==> src/rtl/pushbutton_debouncer.sv <==
// Push-button front end: 2-flop sync, tick-paced per-channel debounce,
// press/release pulses and a lowest-index key code.
module pushbutton_debouncer #(
    parameter int WIDTH        = 8,
    parameter int TICK_DIV     = 100000,
    parameter int STABLE_TICKS = 10
) (
    input  logic                     Clk,
    input  logic                     RST_IN,
    input  logic [WIDTH-1:0]         Switch,
    output logic [WIDTH-1:0]         Pressed,
    output logic [WIDTH-1:0]         PressPulse,
    output logic [WIDTH-1:0]         ReleasePulse,
    output logic [$clog2(WIDTH)-1:0] KeyCode,
    output logic                     KeyValid
);

    localparam int KW = $clog2(WIDTH);
    localparam int PW = $clog2(TICK_DIV);
    localparam int CW = $clog2(STABLE_TICKS + 1);
    localparam logic [PW-1:0] PMAX = PW'(TICK_DIV - 1);
    localparam logic [CW-1:0] LAST = CW'(STABLE_TICKS - 1);

    logic [WIDTH-1:0] s1;
    logic [WIDTH-1:0] s2;
    logic [WIDTH-1:0] raw_n;
    logic [PW-1:0]    pcnt;
    logic             tick;

    // Sync flops reset to the released (high) level of the raw lines.
    always_ff @(posedge Clk) begin
        if (RST_IN) begin
            s1 <= '1;
            s2 <= '1;
        end else begin
            s1 <= Switch;
            s2 <= s1;
        end
    end

    assign raw_n = ~s2;

    always_ff @(posedge Clk) begin
        if (RST_IN) begin
            pcnt <= '0;
        end else if (pcnt == PMAX) begin
            pcnt <= '0;
        end else begin
            pcnt <= pcnt + 1'b1;
        end
    end

    assign tick = (pcnt == PMAX);

    for (genvar i = 0; i < WIDTH; i++) begin : g_ch
        logic [CW-1:0] cnt;
        logic          lvl;
        logic          pp;
        logic          rp;
        logic          differ;

        assign differ = raw_n[i] ^ lvl;

        // Any return to the committed level restarts qualification.
        always_ff @(posedge Clk) begin
            if (RST_IN) begin
                cnt <= '0;
                lvl <= 1'b0;
                pp  <= 1'b0;
                rp  <= 1'b0;
            end else begin
                pp <= 1'b0;
                rp <= 1'b0;
                if (!differ) begin
                    cnt <= '0;
                end else if (tick) begin
                    if (cnt == LAST) begin
                        lvl <= raw_n[i];
                        pp  <= raw_n[i];
                        rp  <= ~raw_n[i];
                        cnt <= '0;
                    end else begin
                        cnt <= cnt + 1'b1;
                    end
                end
            end
        end

        assign Pressed[i]      = lvl;
        assign PressPulse[i]   = pp;
        assign ReleasePulse[i] = rp;
    end

    // Descending scan so the lowest set index wins.
    always_comb begin
        KeyCode = '0;
        for (int i = WIDTH - 1; i >= 0; i--) begin
            if (Pressed[i]) KeyCode = KW'(i);
        end
    end

    assign KeyValid = |Pressed;

endmodule

==> config.mk <==
export PLATFORM = sky130hd
export DESIGN_NAME = pushbutton_debouncer
export DESIGN_NICKNAME = d
export VERILOG_FILES = /design/src/rtl/pushbutton_debouncer.sv
export SDC_FILE = /design/constraint.sdc
export NUM_CORES = 1
export LEC_CHECK = 0
export ABC_CLOCK_PERIOD_IN_PS = 4500
export BUFFER_PORTS_ARGS = -buffer_cell sky130_fd_sc_hd__buf_2
export CELL_PAD_IN_SITES_DETAIL_PLACEMENT = 0
export CELL_PAD_IN_SITES_GLOBAL_PLACEMENT = 1
export CORE_MARGIN = 5
export CORE_UTILIZATION = 49
export DETAILED_ROUTE_END_ITERATION = 12
export HOLD_SLACK_MARGIN = 0.15
export PLACE_DENSITY_LB_ADDON = 0.1
export SLEW_MARGIN = 20
export SYNTH_ARGS = -nofsm -noshare
export SYNTH_HDL_FRONTEND = slang
export SYNTH_SLANG_ARGS = --single-unit
==> constraint.sdc <==
create_clock -name Clk -period 4.5 [get_ports Clk]
set_clock_uncertainty 0.2 [all_clocks]
set_input_delay 1.35 -clock Clk [delete_from_list [all_inputs] [get_ports Clk]]
set_output_delay 1.35 -clock Clk [all_outputs]
set_load 0.02 [all_outputs]
==> results of run 1 <==
placed cells by master (no fill, tap or decap), drive strengths merged, types with 11 or more instances in the layout:
| cell type | Yosys | final |
|---|---|---|
| dfxtp | 89 | 89 |
| nor2 | 42 | 42 |
| buf | 34 | 40 |
| nand2 | 30 | 30 |
| o21ai | 24 | 24 |
| nor2b | 23 | 23 |
| nand3 | 19 | 19 |
| and4 | 16 | 16 |
| or3 | 16 | 16 |
| or2 | 16 | 16 |
| a21boi | 16 | 16 |
| xor2 | 14 | 14 |
| nand4 | 14 | 14 |
| clkbuf | 10 | 11 |
| and3 | 11 | 11 |
final cells by class:
cell class                 count  area (µm²)
fill                         764        3770
multi-input combinational    329        2117
sequential                    89        1782
timing repair buffer          40       207.7
clock buffer                  11       151.4
tap                          105       131.4
clock inverter                 5       125.1
inverter                       4       15.01
cells by family (layout without fill, tap and decap cells):
group | count (synthesis) | after routing | share of synthesized area [%]
buffers and inverters | 48 | 60 | 7.509
multiplexers | 8 | 8 | 1.900
AND/OR/NAND/NOR | 221 | 221 | 30.96
adder cells (fa/ha/maj) | 1 | 1 | 0.2968
AO/OA/AOI/OAI | 77 | 77 | 12.50
flip-flops | 89 | 89 | 42.27
XOR/XNOR | 22 | 22 | 4.571
how the worst max path moves through the flow:
stage / startpoint / to / slack, ns / depth (start not counted)
4_1_cts: g_ch[3].lvl / KeyCode[2] / 1.35 / 3
3_5_place_dp: pcnt[0] / g_ch[4].pp / 1.53 / 5
6_report: g_ch[3].lvl / KeyCode[2] / 1.35 / 3
5_1_grt: g_ch[3].lvl / KeyCode[2] / 1.23 / 3
2_1_floorplan: g_ch[7].lvl / KeyCode[1] / 1.84 / 4
3_3_place_gp: pcnt[0] / g_ch[6].pp / 1.60 / 5
power groups by stage:
stage               registers (mW)  logic [mW]  clock network, mW
floorplan                    0.820      0.0245                  0
global placement             0.821      0.0318                  0
detailed placement           0.821      0.0324                  0
CTS                          0.803      0.0325              0.750
global route                 0.805      0.0364              0.788
finish                       0.803      0.0323              0.739
stage by stage:
| step | total power [mW] | cell area (µm²) | hold WS, ns | worst slack, ns | util, % |
|---|---|---|---|---|---|
| 4_1_cts | 1.585 | 4529 | 0.2143 | 1.348 | 54.58 |
| 3_5_place_dp | 0.8535 | 4253 | 0.1936 | 1.534 | 51.24 |
| 2_1_floorplan | 0.8443 | 4215 | 0.1895 | 1.842 | - |
| 6_report | 1.574 | 4529 | 0.2130 | 1.355 | 54.58 |
| 3_3_place_gp | 0.8528 | 4253 | 0.1918 | 1.595 | 51.24 |
| 5_1_grt | 1.629 | 4529 | 0.2205 | 1.234 | 54.58 |
per-layer routing:
layer  global-route usage [%]  up-vias  part of all wire (%)
met2                    28.25       70                    45
li1                         -     1684                     -
met1                    26.54     1564                    49
met5                        0        -                     0
met3                    2.639        9                   4.3
met4                    6.175        0                   1.1
state kept, by name, indices dropped and copies added, names as in the netlist:
register / flops
g_ch.cnt: 32
pcnt: 17
g_ch.lvl: 8
g_ch.pp: 8
g_ch.rp: 8
s1: 8
s2: 8
worst register-to-register path, delay by kind of cell (launching register included):
family                   cells  cell delay (ns)
AND/OR/NAND/NOR              4             1.96
flip-flops                   1             0.41
adder cells (fa/ha/maj)      1             0.34
synth_stat cells (7+ instances only):
master    count
a21boi_0      8
a21boi_1      8
a311oi_1      7
a31oi_1       9
a41oi_1       7
and3_2        8
and4_1       16
buf_4        24
clkbuf_1      8
dfxtp_1      89
mux2i_1       8
nand2_1      30
nand3_1      18
nand4_1      14
nor2_1       42
nor2b_1      23
o21ai_0      24
o311ai_0      8
or2_2        16
or3_1        16
or4_1         9
xnor2_1       8
xor2_1       14
==> flow_metrics.tcl, run 1 <==
set metrics [dict create \
    status "finished, final reports clean" \
    path_cells "nor4_1 > nor2b_1 > buf_2" \
    whs_endpoint "s2[1]" \
    clock_tree.root_cell "clkbuf_8" \
    ys_ff_latch 89 \
    dp_hpwl_um 5974 \
    cts_tree "built" \
    avgSynthCellArea_um2 9.046 \
    ctsHoldBuffers 0 \
    crit_required_ns 2.95 \
    ys_dominant_reg_cell "dfxtp_1" \
    cp_top_family "simple AND/OR/NAND/NOR gates" \
    whs_path_depth 1 \
    setup_viol 0 \
    start_util_pct 50.79 \
    syn-num-nets 477 \
    synth_edf_count 0 \
    clk_latency_ns 0.35 \
    cp-end-kind "output pin" \
    r2r-start "pcnt[0]" \
    ff2ff_path_depth 5 \
    yosysTopAreaCell "dfxtp_1" \
    drt_iter0_drc 145 \
    diodes 0 \
    gr-total-overflow 0 \
    io_buffers 37 \
    start_kind "register" \
    period_share_pct 69.89 \
    cts_resized 0 \
    rrSetupSlack_ns 1.53 \
    hold_start "s1[1]" \
    p_leak_nw 1.718 \
    crit_fanout 7 \
    numCtsBuffers 9 \
    yosysWarnings 0 \
    drv_slew 0 \
    synth-seq-area-share_pct 42.27 \
    first_pass_iters 4 \
    synth_cell_types 48 \
    synth_area_um2 4215 \
    sw_frac_of_total_pct 19.70 \
    place.gp.congestion 0.7817 \
    r2r-end "g_ch[4].pp" \
    maxCapViolCount 0 \
    post_cts_buffers 0 \
    syn_inst 466 \
    place_inst 567 \
    fin_cells 583 \
    hold_path.class "register to register" \
    htreeDepth 3 \
    drive_gt1_share_pct 18.83 \
    drtAntennaViolNets 0 \
    clock_path_buffers 2 \
    route.detailed.drc 0 \
    crit_type "register to output pin" \
    wirelength_um 9282 \
    rsz0062_at_grt "false" \
    powerDensity_nw_per_um2 347.6 \
    antenna_found_initial 0 \
    grtUsageTotal_pct 18.38 \
    max_clock_freq_mhz 318.0 \
    cp.buffers_inverters 1 \
    p_comb_share_pct 2.1 \
    slowest_stage "nor4_1" \
    core_area_um2 8299 \
    relSlewSlack_pct 39.34 \
    setup_tns_ns 0 \
    vias_per_cell 5.707 \
    avgRoutedWirePerCell_um 15.92 \
    cell_internal_pwr_mw 1.264 \
    grt_start_max_net_pins 44 \
    ys_async_sr_fraction_pct 0 \
    yosys.area.top_type_share_pct 42.27 \
    switching_power_mw 0.3101 \
    ioPinCount 38 \
    slowest_delay_ns 0.49 \
    peakVddDrop_uv 217.4 \
    die_x_um 102.8 \
    cts_sinks 89 \
    power_frac_clock_pct 47.0 \
    period_needed_ns 3.145 \
    grt_pass1_wl_um 15320 \
    die_area_um2 10560 \
    cts.clk_slew.worst_paths_ns 0.09 \
    nets 484 \
    area_growth_pct 7.450 \
    worstPathArrival_ns 1.60 \
    rows 33 \
    fp.dieH_um 102.8 \
    tightest_slew_ns 0.9099 \
    finalHoldViolCount 0 \
    grt_pass1_vias 3082 \
    vias 3327 \
    pwr-share-seq_pct 51.0 \
    ys_top_cells_by_area "dfxtp_1, buf_4, nor2_1, nor2b_1, and4_1" \
]
(Power assumes the default switching activity.)
==> run 2: changes to the inputs <==
ABC_AREA = 1   (was not set)
ABC_CLOCK_PERIOD_IN_PS = 3300   (was 4500)
CORE_UTILIZATION = 43   (was 49)
clock period = 3.3 ns   (was 4.5 ns; I/O delays follow)
==> flow_metrics.tcl, run 2 <==
set metrics [dict create \
    finalHoldViolCount 0 \
    nFillCells 984 \
    yosys.area.top_type_share_pct 42.79 \
    worst_slack_ns 0.6117 \
    r2r-end "g_ch[6].cnt[3]" \
    synth-seq-area-share_pct 42.79 \
    ys_dominant_reg_cell "dfxtp_1" \
    ioPinCount 38 \
    slowest_delay_ns 0.51 \
    avgRoutedWirePerCell_um 12.70 \
    post_cts_buffers 0 \
    worstPathArrival_ns 1.50 \
    drive_gt1_share_pct 14.80 \
    route.detailed.drc 0 \
    yosysTopAreaCell "dfxtp_1" \
    ys_top_cells_by_area "dfxtp_1, nand2_1, nor2_1, inv_1, buf_4" \
    fp.dieH_um 108.4 \
    slowest_stage "dfxtp_1" \
    diodes 0 \
    clock_path_buffers 2 \
    yosysWarnings 0 \
    crit_fanout 7 \
    antenna_found_initial 0 \
    gr-total-overflow 0 \
    status "finished, final reports clean" \
    whs_endpoint "s2[3]" \
    ff2ff_path_depth 5 \
    power_mw 1.961 \
    cp.depth 5 \
    r2r-start "pcnt[9]" \
    path_cells "a21oi_1 > o21ai_0 > nand2_1 > a21oi_1 > buf_2" \
    nets 615 \
    rrSetupSlack_ns 0.91 \
    clk_latency_ns 0.35 \
    powerDensity_nw_per_um2 431.4 \
    drt_iter0_drc 207 \
    avgSynthCellArea_um2 7.094 \
    grt_start_max_net_pins 21 \
    max_clock_freq_mhz 372.0 \
    peakVddDrop_uv 224.3 \
    switching_power_mw 0.4124 \
    hold_start "s1[3]" \
    cts_sinks 89 \
    dpl_cell_area_um2 4328 \
    ctsHoldBuffers 0 \
    hold_path.class "register to register" \
    first_pass_iters 5 \
    grt_pass1_wl_um 15500 \
    cts_tree "built" \
    htreeDepth 3 \
    dp_hpwl_um 6809 \
    pwr-share-seq_pct 55.7 \
    wirelength_um 9412 \
    top_register "g_ch.cnt" \
    setup_viol 0 \
    whs_path_depth 1 \
    start_util_pct 43.40 \
    ys_ff_latch 89 \
    ys_async_sr_fraction_pct 0 \
    power_frac_clock_pct 42.2 \
    rsz0062_at_grt "false" \
    core_area_um2 9594 \
    crit_type "register to output pin" \
    die_x_um 108.4 \
    drtAntennaViolNets 0 \
    cp_top_family "flip-flops" \
    maxCapViolCount 0 \
    crit_required_ns 2.11 \
    cell_internal_pwr_mw 1.549 \
    area_growth_pct 9.195 \
    synth_cell_types 25 \
    numCtsBuffers 9 \
    vias_per_cell 4.710 \
    synth_common_cells "nand2_1, nor2_1, dfxtp_1" \
    relSlewSlack_pct 58.21 \
    yosysMostFrequentCell "nand2_1" \
    io_buffers 37 \
    p_comb_share_pct 2.2 \
    synth_edf_count 0 \
    tightest_slew_ns 0.6203 \
    pre_cts_ws_ns 0.6038 \
    critPathMostFrequentCell "a21oi_1" \
    period_share_pct 81.46 \
    die_area_um2 11750 \
    fin_area_um2 4547 \
    synth_area_um2 4164 \
    p_leak_nw 1.787 \
    syn-num-nets 598 \
    place.gp.congestion 0.8195 \
    largest_register_ffs 32 \
    rows 36 \
    grtUsageTotal_pct 16.96 \
    cts.clk_slew.worst_paths_ns 0.09 \
    holdWs_ns 0.2110 \
    clock_tree.root_cell "clkbuf_8" \
    final_common_cell "nand2_1" \
    final_cell_mix "nand2_1, nor2_1, dfxtp_1" \
    setup_tns_ns 0 \
    drv_slew 0 \
    syn_inst 587 \
    top_regs "g_ch.cnt: 32 flops, pcnt: 17 flops" \
    cts_resized 0 \
    cp.buffers_inverters 1 \
    start_kind "register" \
    sw_frac_of_total_pct 21.03 \
    vias 3490 \
    cp-end-kind "output pin" \
    grt_pass1_vias 3232 \
    period_needed_ns 2.688 \
]
[run 2: changes by cell type in the layout (fill, tap and decap cells not counted), moves of 23 or more]
cell,delta
a21oi_1,+28
nor2_1,+51
nor2b_1,-23
nand2_1,+79
inv_1,+70
[run 2: worst max path at each step]
stage | start | to | slack (ns)
global placement | RST_IN | g_ch[5].cnt[2] | 0.66
CTS | g_ch[7].lvl | KeyCode[0] | 0.58
detailed placement | RST_IN | g_ch[2].cnt[2] | 0.60
finish | g_ch[7].lvl | KeyCode[0] | 0.61
floorplan | g_ch[7].lvl | KeyCode[1] | 1.03
global route | g_ch[7].lvl | KeyCode[0] | 0.41
[run 2: power by group through the flow]
stage | clock network [mW] | registers, mW | logic (mW)
final | 0.827 | 1.09 | 0.0424
after global routing | 0.899 | 1.09 | 0.0497
after CTS | 0.847 | 1.09 | 0.0434
after detailed placement | 0 | 1.12 | 0.0433
after global placement | 0 | 1.12 | 0.0429
after floorplan | 0 | 1.12 | 0.0314
[run 2: routing by layer]
layer | track usage (%) | routed length [µm]
met5 | 0 | 0
met4 | 5.771 | 196
met3 | 3.463 | 372
met2 | 27.41 | 4358
met1 | 22.54 | 4484
[run 2: cells by family (layout without fill, tap and decap cells)]
group	after synthesis	in the layout	share of synthesized area (%)
buffers and inverters	113	134	12.65
adder cells (fa/ha/maj)	1	1	0.3004
XOR/XNOR	19	19	3.996
flip-flops	89	89	42.79
AND/OR/NAND/NOR	313	313	34.01
AO/OA/AOI/OAI	52	52	6.250
[run 2: per-stage QoR]
stage                     std cells  utilization [%]
after global routing            741            47.39
final                           741            47.39
after global placement          726            45.11
after CTS                       741            47.39
after detailed placement        726            45.11
after floorplan                 587                -
[run 2: final cells by class]
class | count | area [µm²] | area share (%)
Tap cell | 133 | 166.4 | 3.660
Inverter | 75 | 281.5 | 6.192
Clock inverter | 4 | 77.57 | 1.706
Multi-Input combinational cell | 385 | 1861 | 40.92
Clock buffer | 11 | 141.4 | 3.110
Sequential cell | 89 | 1782 | 39.19
Timing Repair Buffer | 44 | 237.7 | 5.228
[run 2: worst register-to-register path, delay by kind of cell, from the launching register on]
family / cells / cell delay (ns)
simple gates: 4 / 1.29
compound gates: 1 / 0.34
flops: 1 / 0.44
==> run 3: changes to the inputs <==
ABC_CLOCK_PERIOD_IN_PS = 2500   (was 3300)
clock period = 2.5 ns   (was 3.3 ns; I/O delays follow)
==> flow_metrics.tcl, run 3 (same netlist as run 2, synthesis figures left out) <==
set metrics [dict create \
    slowest_delay_ns 0.48 \
    crit_fanout 6 \
    period_needed_ns 2.371 \
    ctsHoldBuffers 0 \
    crit_required_ns 1.55 \
    start_util_pct 43.40 \
    max_clock_freq_mhz 421.8 \
    clock_tree.root_cell "clkbuf_8" \
    power_mw 2.488 \
    route.detailed.drc 0 \
    htreeDepth 3 \
    dp_hpwl_um 6649 \
    pre_cts_ws_ns 0.3711 \
    die_x_um 108.4 \
    grt_pass1_wl_um 15940 \
    gr-total-overflow 0 \
    nFillCells 997 \
    rsz0062_at_grt "false" \
    drive_gt1_share_pct 15.17 \
    dpl_cell_area_um2 4358 \
    top_register "g_ch.cnt" \
    cts_sinks 89 \
    wirelength_um 9460 \
    avgRoutedWirePerCell_um 12.68 \
    grtUsageTotal_pct 17.53 \
    startpoint "g_ch[6].lvl" \
    holdWs_ns 0.2138 \
    hold_path.class "register to register" \
    status "finished, final reports clean" \
    drt_iter0_drc 154 \
    grt_start_max_net_pins 21 \
    hold_start "s1[1]" \
    core_area_um2 9594 \
    vias 3553 \
    use_met1_pct 23.34 \
    vias_per_cell 4.763 \
    worstPathArrival_ns 1.42 \
    die_area_um2 11750 \
    io_buffers 37 \
    finalHoldViolCount 0 \
    use_met3_pct 3.821 \
    powerDensity_nw_per_um2 546.9 \
    setup_viol 0 \
    crit_type "register to output pin" \
    place_inst 730 \
    cts.clk_slew.worst_paths_ns 0.08 \
    period_share_pct 94.84 \
    rrSetupSlack_ns 0.49 \
    final_cell_mix "nand2_1, nor2_1, dfxtp_1" \
    antenna_found_initial 0 \
    tightest_slew_ns 0.6332 \
    r2r-start "pcnt[0]" \
    diodes 0 \
    register_area_um2 1783 \
    fp.dieH_um 108.4 \
    slowest_stage "dfxtp_1" \
    grt_pass1_vias 3228 \
    clk_latency_ns 0.36 \
    clock_path_buffers 2 \
    largest_register_ffs 32 \
    ioPinCount 38 \
    gr-usage-met2_pct 27.76 \
    path_cells "nor2_1 > nor3_1 > nor3_1 > nor3_1 > buf_2" \
    fin_area_um2 4549 \
    place.gp.congestion 0.8021 \
    worst_slack_ns 0.1289 \
    cts_tree "built" \
    maxCapViolCount 0 \
    busiest_layer "met2" \
    area_growth_pct 9.255 \
    multi_input_area_um2 1861 \
    top_regs "g_ch.cnt: 32 flops, pcnt: 17 flops" \
    nets 619 \
    cp-end-kind "output pin" \
    p_leak_nw 1.789 \
    start_kind "register" \
    drtAntennaViolNets 0 \
    drv_slew 0 \
    peakVddDrop_uv 295.5 \
    fin_util_pct 47.42 \
    first_pass_iters 4 \
    setup_tns_ns 0 \
    fin_cells 746 \
    relSlewSlack_pct 57.34 \
    rows 36 \
    numCtsBuffers 9 \
    final_common_cell "nand2_1" \
    critPathMostFrequentCell "nor3_1" \
]
[run 3: cell types whose count changed in the layout (fill, tap and decap cells not counted)]
cell        delta
buf_4          +4
clkbuf_1       +3
clkinv_4       -2
bufinv_16      -1
clkinvlp_4     +1
dfxtp_1        -1
dfxtp_2        +1
[run 3: critical path: cells and delay by family, from the launching register on]
kind	cells	cell delay (ns)
buf+inv	1	0.19
simple gates	4	0.40
flops	1	0.48
[run 3: final timing paths]
path               endpoint  depth (start not counted)
max              KeyCode[1]                          5
min                   s2[1]                          1
max reg2reg  g_ch[7].cnt[2]                          6
min reg2reg           s2[1]                          1
[run 3: timing repair]
action                                  in CTS  in global routing
endpoints found under the setup margin       0                  2
gates resized for setup                      0                  1
setup buffers                                0                  0
[run 3: layout make-up]
cell class | count | area share [%]
Clock buffer | 14 | 3.355
Clock inverter | 2 | 0.8251
Inverter | 75 | 6.188
Multi-Input combinational cell | 385 | 40.90
Sequential cell | 89 | 39.19
Tap cell | 133 | 3.658
Timing Repair Buffer | 48 | 5.886
[run 3: routing by layer]
layer  wire length [µm]  up-vias
met5                  0        -
met1               4560     1608
met2               4385       56
met3                381        9
met4                132        0
li1                   -     1880
[run 3: report_power, final]
group	internal (mW)	total (mW)	leakage, nW	switching, mW
Clock	0.492	0.987	0.0909	0.495
Combinational	0.0250	0.0590	0.976	0.0341
Sequential	1.43	1.44	0.722	0.00941
Total	1.95	2.49	1.79	0.539
